--- src/rtl/dff_pipeline.sv ---
// Elastic register pipeline: DEPTH valid/data stages with per-stage ready,
// bubble collapse, flush and a registered occupancy counter.
module dff_pipeline #(
    parameter int unsigned WIDTH = 8,
    parameter int unsigned DEPTH = 4
) (
    input  logic                         clk,
    input  logic                         reset,
    input  logic                         flush,
    input  logic                         in_valid,
    input  logic [WIDTH-1:0]             in_data,
    output logic                         in_ready,
    output logic                         out_valid,
    output logic [WIDTH-1:0]             out_data,
    input  logic                         out_ready,
    output logic [$clog2(DEPTH+1)-1:0]   occupancy
);

    localparam int unsigned OCC_W = $clog2(DEPTH + 1);

    logic [DEPTH-1:0] v;
    logic [WIDTH-1:0] d [DEPTH];
    logic [DEPTH-1:0] r;
    logic [DEPTH-1:0] prev_v;
    logic [WIDTH-1:0] prev_d [DEPTH];
    logic             in_fire;
    logic             out_fire;

    // Ready chain evaluated top-down through one accumulator so the
    // r[i] -> r[i-1] dependency stays inside a single process.
    always_comb begin : ready_chain
        logic acc;
        acc = out_ready;
        r   = '0;
        for (int unsigned k = 0; k < DEPTH; k++) begin
            acc              = !v[DEPTH-1-k] | acc;
            r[DEPTH-1-k]     = acc;
        end
    end

    assign in_ready  = r[0] & !flush & !reset;
    assign in_fire   = in_valid & in_ready;
    assign out_valid = v[DEPTH-1];
    assign out_data  = d[DEPTH-1];
    assign out_fire  = out_valid & out_ready;

    always_comb begin : predecessor
        prev_v    = '0;
        prev_v[0] = in_fire;
        prev_d[0] = in_data;
        for (int unsigned k = 1; k < DEPTH; k++) begin
            prev_v[k] = v[k-1];
            prev_d[k] = d[k-1];
        end
    end

    always_ff @(posedge clk) begin
        if (reset) begin
            v         <= '0;
            occupancy <= '0;
            for (int unsigned k = 0; k < DEPTH; k++) begin
                d[k] <= '0;
            end
        end else if (flush) begin
            v         <= '0;
            occupancy <= '0;
        end else begin
            for (int unsigned k = 0; k < DEPTH; k++) begin
                if (r[k]) begin
                    v[k] <= prev_v[k];
                    if (prev_v[k]) begin
                        d[k] <= prev_d[k];
                    end
                end
            end
            if (in_fire && !out_fire) begin
                occupancy <= occupancy + OCC_W'(1);
            end else if (!in_fire && out_fire) begin
                occupancy <= occupancy - OCC_W'(1);
            end
        end
    end

endmodule

--- config.mk ---
export PLATFORM = sky130hd
export DESIGN_NAME = dff_pipeline
export DESIGN_NICKNAME = d
export VERILOG_FILES = /design/src/rtl/dff_pipeline.sv
export SDC_FILE = /design/constraint.sdc
export NUM_CORES = 1
export LEC_CHECK = 0
export CAP_MARGIN = 20
export CORE_ASPECT_RATIO = 1.5
export CORE_MARGIN = 3
export CORE_UTILIZATION = 40
export DETAILED_ROUTE_END_ITERATION = 16
export DONT_BUFFER_PORTS = 1
export GPL_TIMING_DRIVEN = 0
export PLACE_DENSITY_LB_ADDON = 0.08
export SYNTH_ARGS = -nofsm -noshare
export SYNTH_HDL_FRONTEND = slang
export SYNTH_SLANG_ARGS = --single-unit
--- constraint.sdc ---
create_clock -name clk -period 6.8 [get_ports clk]
set_clock_uncertainty 0.2 [all_clocks]
set_input_delay 0 -clock clk [delete_from_list [all_inputs] [get_ports clk]]
set_output_delay 0 -clock clk [all_outputs]
set_load 0.005 [all_outputs]
==> results of run 1 <==
[kinds of logic (layout without fill, tap and decap cells)]
| group | after synthesis | after routing | share of synthesized area |
|---|---|---|---|
| AND/OR/NAND/NOR | 53 | 53 | 0.208 |
| flip-flops | 39 | 39 | 0.657 |
| multiplexers | 1 | 1 | 0.00597 |
| buffers and inverters | 16 | 42 | 0.0627 |
| XOR/XNOR | 2 | 2 | 0.0105 |
| AO/OA/AOI/OAI | 8 | 8 | 0.0358 |
| adder cells (fa/ha/maj) | 2 | 2 | 0.0194 |
[through the flow]
step	setup slack, ns	power, W	std cells
global route	3.96	0.000463	192
floorplan	4.37	0.000290	121
finish	4.14	0.000440	192
global placement	4.24	0.000292	166
CTS	4.14	0.000445	188
detailed placement	4.20	0.000293	166
[worst max-delay path, delay by kind of cell]
kind	cells	cell delay, ns
buffers and inverters	3	0.87
and+or+nand+nor	3	0.75
adders and majority gates	2	0.56
AOI/OAI and AO/OA	2	0.35
xor gates and xnor gates	1	0.16
[state kept, by name, indices dropped and copies added (netlist names)]
| register | cells |
|---|---|
| occupancy | 3 |
| v | 4 |
| d | 32 |
[metal layers]
metal	wire (µm)	track usage
met5	0	0
met2	1280	0.179
met3	121	0.0396
met1	781	0.0939
met4	59	0.0619
[worst max path at each step]
stage	from	to	slack [ns]	cells past startpoint
floorplan	v[3]	occupancy[2]	4.37	10
global placement	v[3]	occupancy[2]	4.24	10
detailed placement	v[3]	occupancy[2]	4.20	10
CTS	flush	occupancy[2]	4.14	11
global route	flush	occupancy[2]	3.96	11
finish	flush	occupancy[2]	4.14	11
[layout make-up]
class | instances | share of cell area
repair buffers | 18 | 0.0834
well taps | 45 | 0.0284
flip-flops and latches | 39 | 0.556
inverters | 5 | 0.00948
plain buffers | 11 | 0.0436
multi-input cells | 66 | 0.237
clock inverters | 3 | 0.00758
clock buffers | 5 | 0.0347
[cell usage in the layout, fill, tap and decap left out]
master and count:
buf_2 2, buf_4 8, and3_1 8, and3b_2 1, xor2_1 2, fa_1 1, nor3_4 2, clkinv_2 3
ha_1 1, a21oi_1 2, o31ai_1 2, nor2_1 9, mux2i_1 1, and2b_2 1, clkbuf_2 1, a21oi_4 1
inv_1 5, dfxtp_1 7, nand2_1 3, clkbuf_1 1, dlygate4sd3_1 15, edfxtp_1 32, or2_0 1, a31o_2 1
and4b_1 1, buf_6 2, clkbuf_8 5, nor4b_4 1, or3_1 1, o21ai_0 2, and2_1 25
[power by group]
group          internal [W]  switching, W  total (W)
logic             0.0000132     0.0000121  0.0000253
clock network     0.0000701     0.0000746   0.000145
registers          0.000268    0.00000266   0.000270
total              0.000351     0.0000894   0.000440
==> results.md, run 1 <==
- Async SR Flop Fraction: 0
- CTS Hold Buffers Added: 14
- Peak supply drop: between 0.1 and 0.15 mV
- Worst EP required: slightly below 7 ns
- Worst path arrival time: roughly 2.7 ns
- Status: finished clean
- Share of cells above drive strength 1: 0.190
- CTS HTree Levels: 2
- TritonCTS buffer count: 5
- Root Driver: clkbuf_8
- Type of the most critical hold path: input port to flip-flop
- GRT overflow: 0
- Filler cells: roughly 340
- MaxCap Viol Count: 0
- Setup violators final: 0
- Hold EP: d[0][4]
- Drc violations: 0
- Area growth syn-to-layout: 18.2%
- Final Util: 0.496
- Syn nets: between 100 and 150
- Final TNS setup: 0 ns
- RSZ-0062 raised after global routing: no
- Netlist cell types: 26
- Slowest stage cell on the critical path: dlygate4sd3_1
- Total Wirelength: 2240 µm
- Critical path, cell by cell: dlygate4sd3_1 > or2_0 > buf_6 > a21oi_4 > and2_1 > ha_1 > inv_1 > fa_1 > xor2_1 > or3_1 > a21oi_1
- Worst hold slack: roughly 0.27 ns
- Worst setup EP type: flip-flop
- Worst Reg-to-Reg Cells: 10
- Clock tree buffer depth: 2
- Synth area leader: edfxtp_1
- First-pass GRT wire length: 3750 µm
- CP Launch Type: input port
- Vias post-DR: 905
- Die W: 58.8 µm
- Nets: around 160
- N_diodes: 0
- Register area share after synthesis: 0.657
- Synth Warn #: 0
- Setup Crit Path Kind: input port to flip-flop
- Multi-input combinational cell area: 469 µm²
- Vias per cell: between 4 and 5
- Tcrit/Tclk final: 0.392
- # Post-CTS Setup Buffers: 0
- Gr usage total: 0.102
- Leak: slightly below 0.8 nW
- HP Start: in_data[4]
- Port buffer count: 0
- CTS tree: done
- Routed len/inst: 11.7 µm
- Final Hold Vio Count: 0
- Worst slew margin: 0.621
- Clock sink count: 39
- Post-DP HPWL: 1560 µm
- Initial Utilization: 0.419
- Iter 0 DRT Violations: 5
- Largest stage delay on the critical path: 0.65 ns
- EDFF count, synth: 32
- Worst flop-to-flop path endpoint: occupancy[2]
- Reg2reg start: v[3]
- Seq. cell area: about 0.0011 mm²
- Top-area cell type share of the netlist area: 0.574
- Max Fclk: between 300 and 400 MHz
- Detail Route Antenna Nets: 0
- # rows: 28
- Cells after Synth: 121
- Worst-Skew Late Latency: 0.28 ns
- DR pass1 iterations: 2
- Worst Max-Slew Pin Slew: 0.564 ns
- Synth Flop Type: edfxtp_1
- Leading post-synthesis cells by cell area: edfxtp_1, and2_1, dfxtp_1
- Fin crit period: 2.66 ns
- Placed inst area: 0.00173 mm²
- PD cells: 222 mW/mm²
- Mean Syn Cell Area: ~14 µm²
- R2R Setup Slk: 4.19 ns
- Clock transition at the registers of the reported paths: 0.07 ns
- Initial antenna violation count: 0
- Largest net degree at the start of global routing: 13
- Max Slew Vio Count: 0
- # IOs: 26
- Via count of the first global-routing pass: 861
- Core area: 0.00399 mm²
- Top-count cell post-synth: edfxtp_1
- Commonest cells in the netlist: edfxtp_1, and2_1, nor2_1
- #FFs+latches synth: 39
- Hold Path Depth: 2
- CTS resizes: 0
- DIE AREA: 0.00502 mm²
- RD Place Congestion: 0.696
- Die Y: roughly 85 µm
- Cell Area, Synth: about 0.0017 mm²
- Critical Path Fanout Max: 10
- Final instance area: between 0.0015 and 0.002 mm²
No activity file was read; power rests on OpenSTA's default activity.
==> inputs of run 2 (changes only) <==
==> constraint.sdc (replaced) <==
create_clock -name clk -period 2.2 [get_ports clk]
set_clock_uncertainty 0.2 [all_clocks]
set_input_delay 0 -clock clk [delete_from_list [all_inputs] [get_ports clk]]
set_output_delay 0 -clock clk [all_outputs]
set_load 0.005 [all_outputs]
==> results.md, run 2 (synthesis gave the netlist of run 1 again) <==
- Status: finished, violations left
- Violated checks: negative hold slack, negative setup slack
- Placed inst area: 0.00174 mm² (+0.36%)
- Detail Route Antenna Nets: 0 (unchanged)
- Setup violators final: 1 (+1)
- Vias per cell: 4.85 (+2.9%)
- Worst path arrival time: 2.38 ns (-0.30 ns)
- # IOs: 26 (unchanged)
- PD cells: 681 mW/mm² (+210%)
- Worst-Skew Late Latency: 0.28 ns (about the same)
- Max Fclk: 424 MHz
- Commonest non-fill, non-tap cell in the layout: edfxtp_1
- Nets: 163 (+1.2%)
- Total Wirelength: 2440 µm (+8.8%)
- Post-Place Setup Slack: -0.271 ns (-4.47 ns)
- MaxCap Viol Count: 0 (unchanged)
- # rows: 28 (unchanged)
- Iter 0 DRT Violations: 18 (+13)
- Most flop-heavy register: d
- R2R Setup Slk: -0.16 ns (-4.35 ns)
- Multi-input combinational cell area: 484 µm² (+3.2%)
- Die W: 58.8 µm (unchanged)
- Final Hold Vio Count: 27 (+27)
- Filler cells: 352 (+2.3%)
- Root Driver: clkbuf_8
- Initial antenna violation count: 0 (unchanged)
- Worst Max-Slew Pin Slew: 0.658 ns (+0.0947 ns)
- Fin crit period: approximately 2.4 ns
- Setup Crit Path Kind: flip-flop to flip-flop
- Die Y: 85.3 µm (unchanged)
- Drc violations: 0 (unchanged)
- Worst hold slack: -0.207 ns (-0.476 ns)
- Share of cells above drive strength 1: 0.248 (+0.0578)
- Core area: 0.00399 mm² (unchanged)
- RSZ-0062 raised after global routing: yes
- Worst setup EP type: flip-flop
- Seq. cell area: 0.00111 mm² (+0.57%)
- Via count of the first global-routing pass: 947 (+10%)
- Vias post-DR: 941 (+4.0%)
- Critical Path Fanout Max: 6 (-4)
- Initial Utilization: 0.419 (unchanged)
- CTS tree: done
- DIE AREA: 0.00502 mm² (unchanged)
- CTS HTree Levels: 2 (unchanged)
- Max reg flops: 32 (unchanged)
- Routed len/inst: 12.6 µm (+7.7%)
- Gr usage total: 0.115 (+0.0136)
- Worst slew margin: 0.558 (-0.0629)
- Max Slew Vio Count: 0 (unchanged)
- Area growth syn-to-layout: 19.8%
- TritonCTS buffer count: 5 (unchanged)
- GRT overflow: 0 (unchanged)
- Slack of the critical path: -0.157 ns (-4.29 ns)
- Post-DP HPWL: 1590 µm (+1.9%)
- CP Launch Type: flip-flop
- Clock tree buffer depth: 2 (unchanged)
- Final Util: 0.503 (+0.00658)
- Type of the most critical hold path: input port to flip-flop
- Peak supply drop: 0.552 mV (+350%)
- Final instance area: 0.00201 mm² (+1.3%)
- Leak: 0.799 nW (+1.3%)
- DR pass1 iterations: 4 (+2)
- N_diodes: 0 (unchanged)
- Clock transition at the registers of the reported paths: 0.07 ns (about the same)
- Worst EP required: 2.22 ns (-4.60 ns)
- Port buffer count: 0 (unchanged)
- First-pass GRT wire length: 4260 µm (+14%)
- Most frequent cells in the layout: edfxtp_1, and2_1, dlygate4sd3_1
- Tcrit/Tclk final: 1.07
- Largest net degree at the start of global routing: 13 (unchanged)
- RD Place Congestion: 0.665 (-4.5%)
- Top Registers: d x32, v x4, occupancy x3
- Clock sink count: 39 (unchanged)
-- run 2: cell count changes in the layout (fill, tap and decap cells not counted), moves of 2 or more --
cell      previous run  this run
dfxtp_1              7         4
dfxtp_2              0         2
buf_4                8        12
clkinv_2             3         1
-- run 2: final timing paths --
check,depth (start not counted),from,endpoint
max,9,v[3],occupancy[2]
min,1,flush,d[0][21]
max reg2reg,9,v[3],occupancy[2]
min reg2reg,2,occupancy[2],occupancy[2]
-- run 2: worst max-delay path, cell delays in order (launching register included) --
cell	delay (ns)
dfxtp_4	0.36
and4b_2	0.24
a21oi_4	0.21
and2_1	0.16
ha_2	0.18
inv_2	0.04
fa_2	0.33
xor2_1	0.15
or3_1	0.31
a21oi_1	0.12
-- run 2: power by group --
part	total (W)	switching, W	internal (W)
clock network	0.000457	0.000236	0.000221
registers	0.000835	0.00000926	0.000826
logic	0.0000752	0.0000361	0.0000392
total	0.00137	0.000281	0.00109
-- run 2: layer usage --
metal | track usage | share of wire | vias to the layer above
met5 | 0 | 0 | -
met4 | 0.0495 | 0.016 | 0
li1 | - | - | 463
met3 | 0.0441 | 0.056 | 5
met2 | 0.224 | 0.61 | 25
met1 | 0.0959 | 0.32 | 448
-- run 2: through the flow --
stage	setup TNS [ns]	total power [W]	cells
floorplan	-0.114	0.000895	121
global placement	-0.246	0.000905	166
detailed placement	-0.298	0.000908	166
CTS	-0.237	0.00138	191
global route	-0.319	0.00143	194
finish	-0.157	0.00137	194
-- run 2: area by class of cell --
| cell class | count | area share |
|---|---|---|
| buffer | 10 | 0.0374 |
| clock inverter | 2 | 0.00623 |
| timing repair buffer | 20 | 0.0898 |
| multi-input combinational | 67 | 0.241 |
| clock buffer | 6 | 0.0362 |
| inverter | 5 | 0.00935 |
| sequential | 39 | 0.552 |
| tap | 45 | 0.0281 |
-- run 2: what timing repair did --
| action | 4_1_cts | 5_1_grt |
|---|---|---|
| resized for setup | 4 | 2 |
| setup endpoints to repair | 2 | 2 |
| setup buffers | 3 | 1 |
| hold endpoints to repair | 47 | 35 |
| pin swaps | 2 | 2 |
| hold buffers | 13 | 1 |
| cloned | 1 | 0 |
==> inputs of run 3 (changes only) <==
--- a/config.mk
+++ b/config.mk
@@ -9,9 +9,9 @@
 export CORE_ASPECT_RATIO = 1.5
 export CORE_MARGIN = 3
 export CORE_UTILIZATION = 40
+export CTS_BUF_LIST = sky130_fd_sc_hd__clkbuf_2
 export DETAILED_ROUTE_END_ITERATION = 16
 export DONT_BUFFER_PORTS = 1
-export GPL_TIMING_DRIVEN = 0
 export PLACE_DENSITY_LB_ADDON = 0.08
 export SYNTH_ARGS = -nofsm -noshare
 export SYNTH_HDL_FRONTEND = slang
==> results.md, run 3 (synthesis gave the netlist of run 1 again) <==
- Status: finished, violations left
- RD Place Congestion: 0.669 (+0.62%)
- Clock transition at the registers of the reported paths: 0.22 ns (+0.15 ns)
- Max Slew Vio Count: 0 (unchanged)
- Largest net degree at the start of global routing: 15 (+2)
- Total Wirelength: 2290 µm (-6.3%)
- CTS HTree Levels: 2 (unchanged)
- Clock Power Share: 0.266 (-0.068)
- Worst flop-to-flop path endpoint: occupancy[2]
- Peak supply drop: 0.429 mV (-22%)
- Die Y: 85.3 µm (unchanged)
- DIE AREA: 0.00502 mm² (unchanged)
- GRT overflow: 0 (unchanged)
- PD cells: 638 mW/mm² (-6.3%)
- Hold EP: v[0]
- Tcrit/Tclk final: 1.02 (-0.0468)
- Commonest non-fill, non-tap cell in the layout: edfxtp_1
- Max reg flops: 32 (unchanged)
- CTS tree: done
- Final Hold Vio Count: 0 (-100%)
- Setup Crit Path Kind: flip-flop to flip-flop
- Initial antenna violation count: 0 (unchanged)
- Leak: 0.777 nW (-2.8%)
- Setup violators final: 1 (unchanged)
- Max Fclk: 444 MHz (+4.6%)
- Most frequent cells in the layout: edfxtp_1, and2_1, dlygate4sd3_1
- RSZ-0062 raised after global routing: yes
- R2R Setup Slk: -0.05 ns (+0.10 ns)
- Slack of the critical path: -0.0540 ns (+0.103 ns)
- Pwr Total: 0.00123 W (-9.9%)
- Drc violations: 0 (unchanged)
- MaxCap Viol Count: 0 (unchanged)
- Via count of the first global-routing pass: 884 (-6.7%)
- Combinational cell fraction of total power: 0.055 (about the same)
- Worst slew margin: 0.330 (-0.229)
- Root Driver: clkbuf_2
- Switching power: 0.000290 W (+3.2%)
- Initial Utilization: 0.419 (unchanged)
- Port buffer count: 0 (unchanged)
- Type of the most critical hold path: input port to flip-flop
- Clock sink count: 39 (unchanged)
- Clock tree buffer depth: 2 (unchanged)
- Detail Route Antenna Nets: 0 (unchanged)
- Pint: 0.000941 W (-13%)
- Hold Path Depth: 3 (+2)
- Post-DP HPWL: 1640 µm (+3.2%)
- CP Launch Type: flip-flop
- TritonCTS buffer count: 5 (unchanged)
- Die W: 58.8 µm (unchanged)
- Worst-Skew Late Latency: 0.40 ns (+0.12 ns)
- Vias post-DR: 904 (-3.9%)
- Vias per cell: 4.81 (-0.87%)
- Net Sw Frac: 0.236 (+0.0300)
- N_diodes: 0 (unchanged)
- Most flop-heavy register: d
- Worst Reg-to-Reg Cells: 9 (unchanged)
- Nets: 157 (-3.7%)
- Area growth syn-to-layout: 15.2%
- DR pass1 iterations: 4 (unchanged)
- Fin crit period: 2.25 ns (-0.103 ns)
- # rows: 28 (unchanged)
- Worst Max-Slew Pin Slew: 0.995 ns (+0.337 ns)
- Violated checks: negative setup slack
- Top Registers: d x32, v x4, occupancy x3
- Worst setup EP type: flip-flop
- Share of cells above drive strength 1: 0.217 (-0.0315)
- First-pass GRT wire length: 3910 µm (-8.3%)
- HP Start: in_valid
- Core area: 0.00399 mm² (unchanged)
- Worst path arrival time: 2.42 ns (+0.04 ns)
- Critical Path Fanout Max: 2 (-4)
- Gr usage total: 0.106 (-0.00946)
- Routed len/inst: 12.2 µm (-3.4%)
- Iter 0 DRT Violations: 14 (-4)
- Flop pwr share: 0.678 (+0.067)
- Worst EP required: 2.37 ns (+0.15 ns)
- Reg2reg start: v[1]
- Final TNS setup: -0.0540 ns (+0.103 ns)
- # IOs: 26 (unchanged)
[run 3: power by group through the flow]
stage	registers, W	clock network [W]	logic [W]
after floorplan	0.000850	0	0.0000455
after global placement	0.000852	0	0.0000497
after detailed placement	0.000853	0	0.0000512
after CTS	0.000836	0.000351	0.0000681
after global routing	0.000839	0.000390	0.0000761
final	0.000836	0.000328	0.0000683
[run 3: worst max-delay path by stage]
stage          from      endpoint  depth (start not counted)
6_report       v[1]  occupancy[2]                          9
5_1_grt        v[1]  occupancy[2]                          9
4_1_cts        v[1]  occupancy[2]                          9
3_5_place_dp   v[1]  occupancy[2]                          9
3_3_place_gp   v[1]  occupancy[2]                          9
2_1_floorplan  v[1]  occupancy[2]                         10
[run 3: per-layer routing]
metal	up-vias	track usage	wire length, µm
met5	-	0	0
met4	0	0.0619	65
met3	6	0.0411	127
met2	25	0.195	1350
met1	420	0.0905	740
li1	453	-	-
[run 3: worst max-delay path, cell delays in order (launching register included)]
cell     delay (ns)
dfxtp_2        0.37
and4b_1        0.24
a21oi_4        0.14
and2_1         0.14
ha_2           0.17
inv_1          0.05
fa_2           0.33
xor2_1         0.15
or3_1          0.32
a21oi_2        0.11
[run 3: stage by stage]
stage	worst slack, ns	area (µm²)	util	hold WS (ns)	instances
2_1_floorplan	-0.114	1680	-	0.0295	121
3_3_place_gp	0.0513	1720	0.430	-0.0746	164
3_5_place_dp	-0.00379	1720	0.430	-0.0551	164
4_1_cts	-0.0461	1920	0.480	0.0204	187
5_1_grt	-0.197	1930	0.483	0.0517	188
6_report	-0.0540	1930	0.483	0.0781	188
[run 3: cell type report]
class | count | area (µm²)
Clock inverter | 3 | 25.0
Timing Repair Buffer | 25 | 223
Inverter | 5 | 18.8
Fill cell | 363 | 2060
Sequential cell | 39 | 1100
Clock buffer | 5 | 25.0
Tap cell | 45 | 56.3
Multi-Input combinational cell | 66 | 478
[run 3: repair_timing]
| action | CTS | global route |
|---|---|---|
| setup endpoints to repair | 1 | 2 |
| pin swaps | 0 | 1 |
| hold buffers | 14 | 0 |
| buffers inserted | 1 | 1 |
| endpoints found under the hold margin | 57 | 0 |
| gates resized for setup | 1 | 1 |
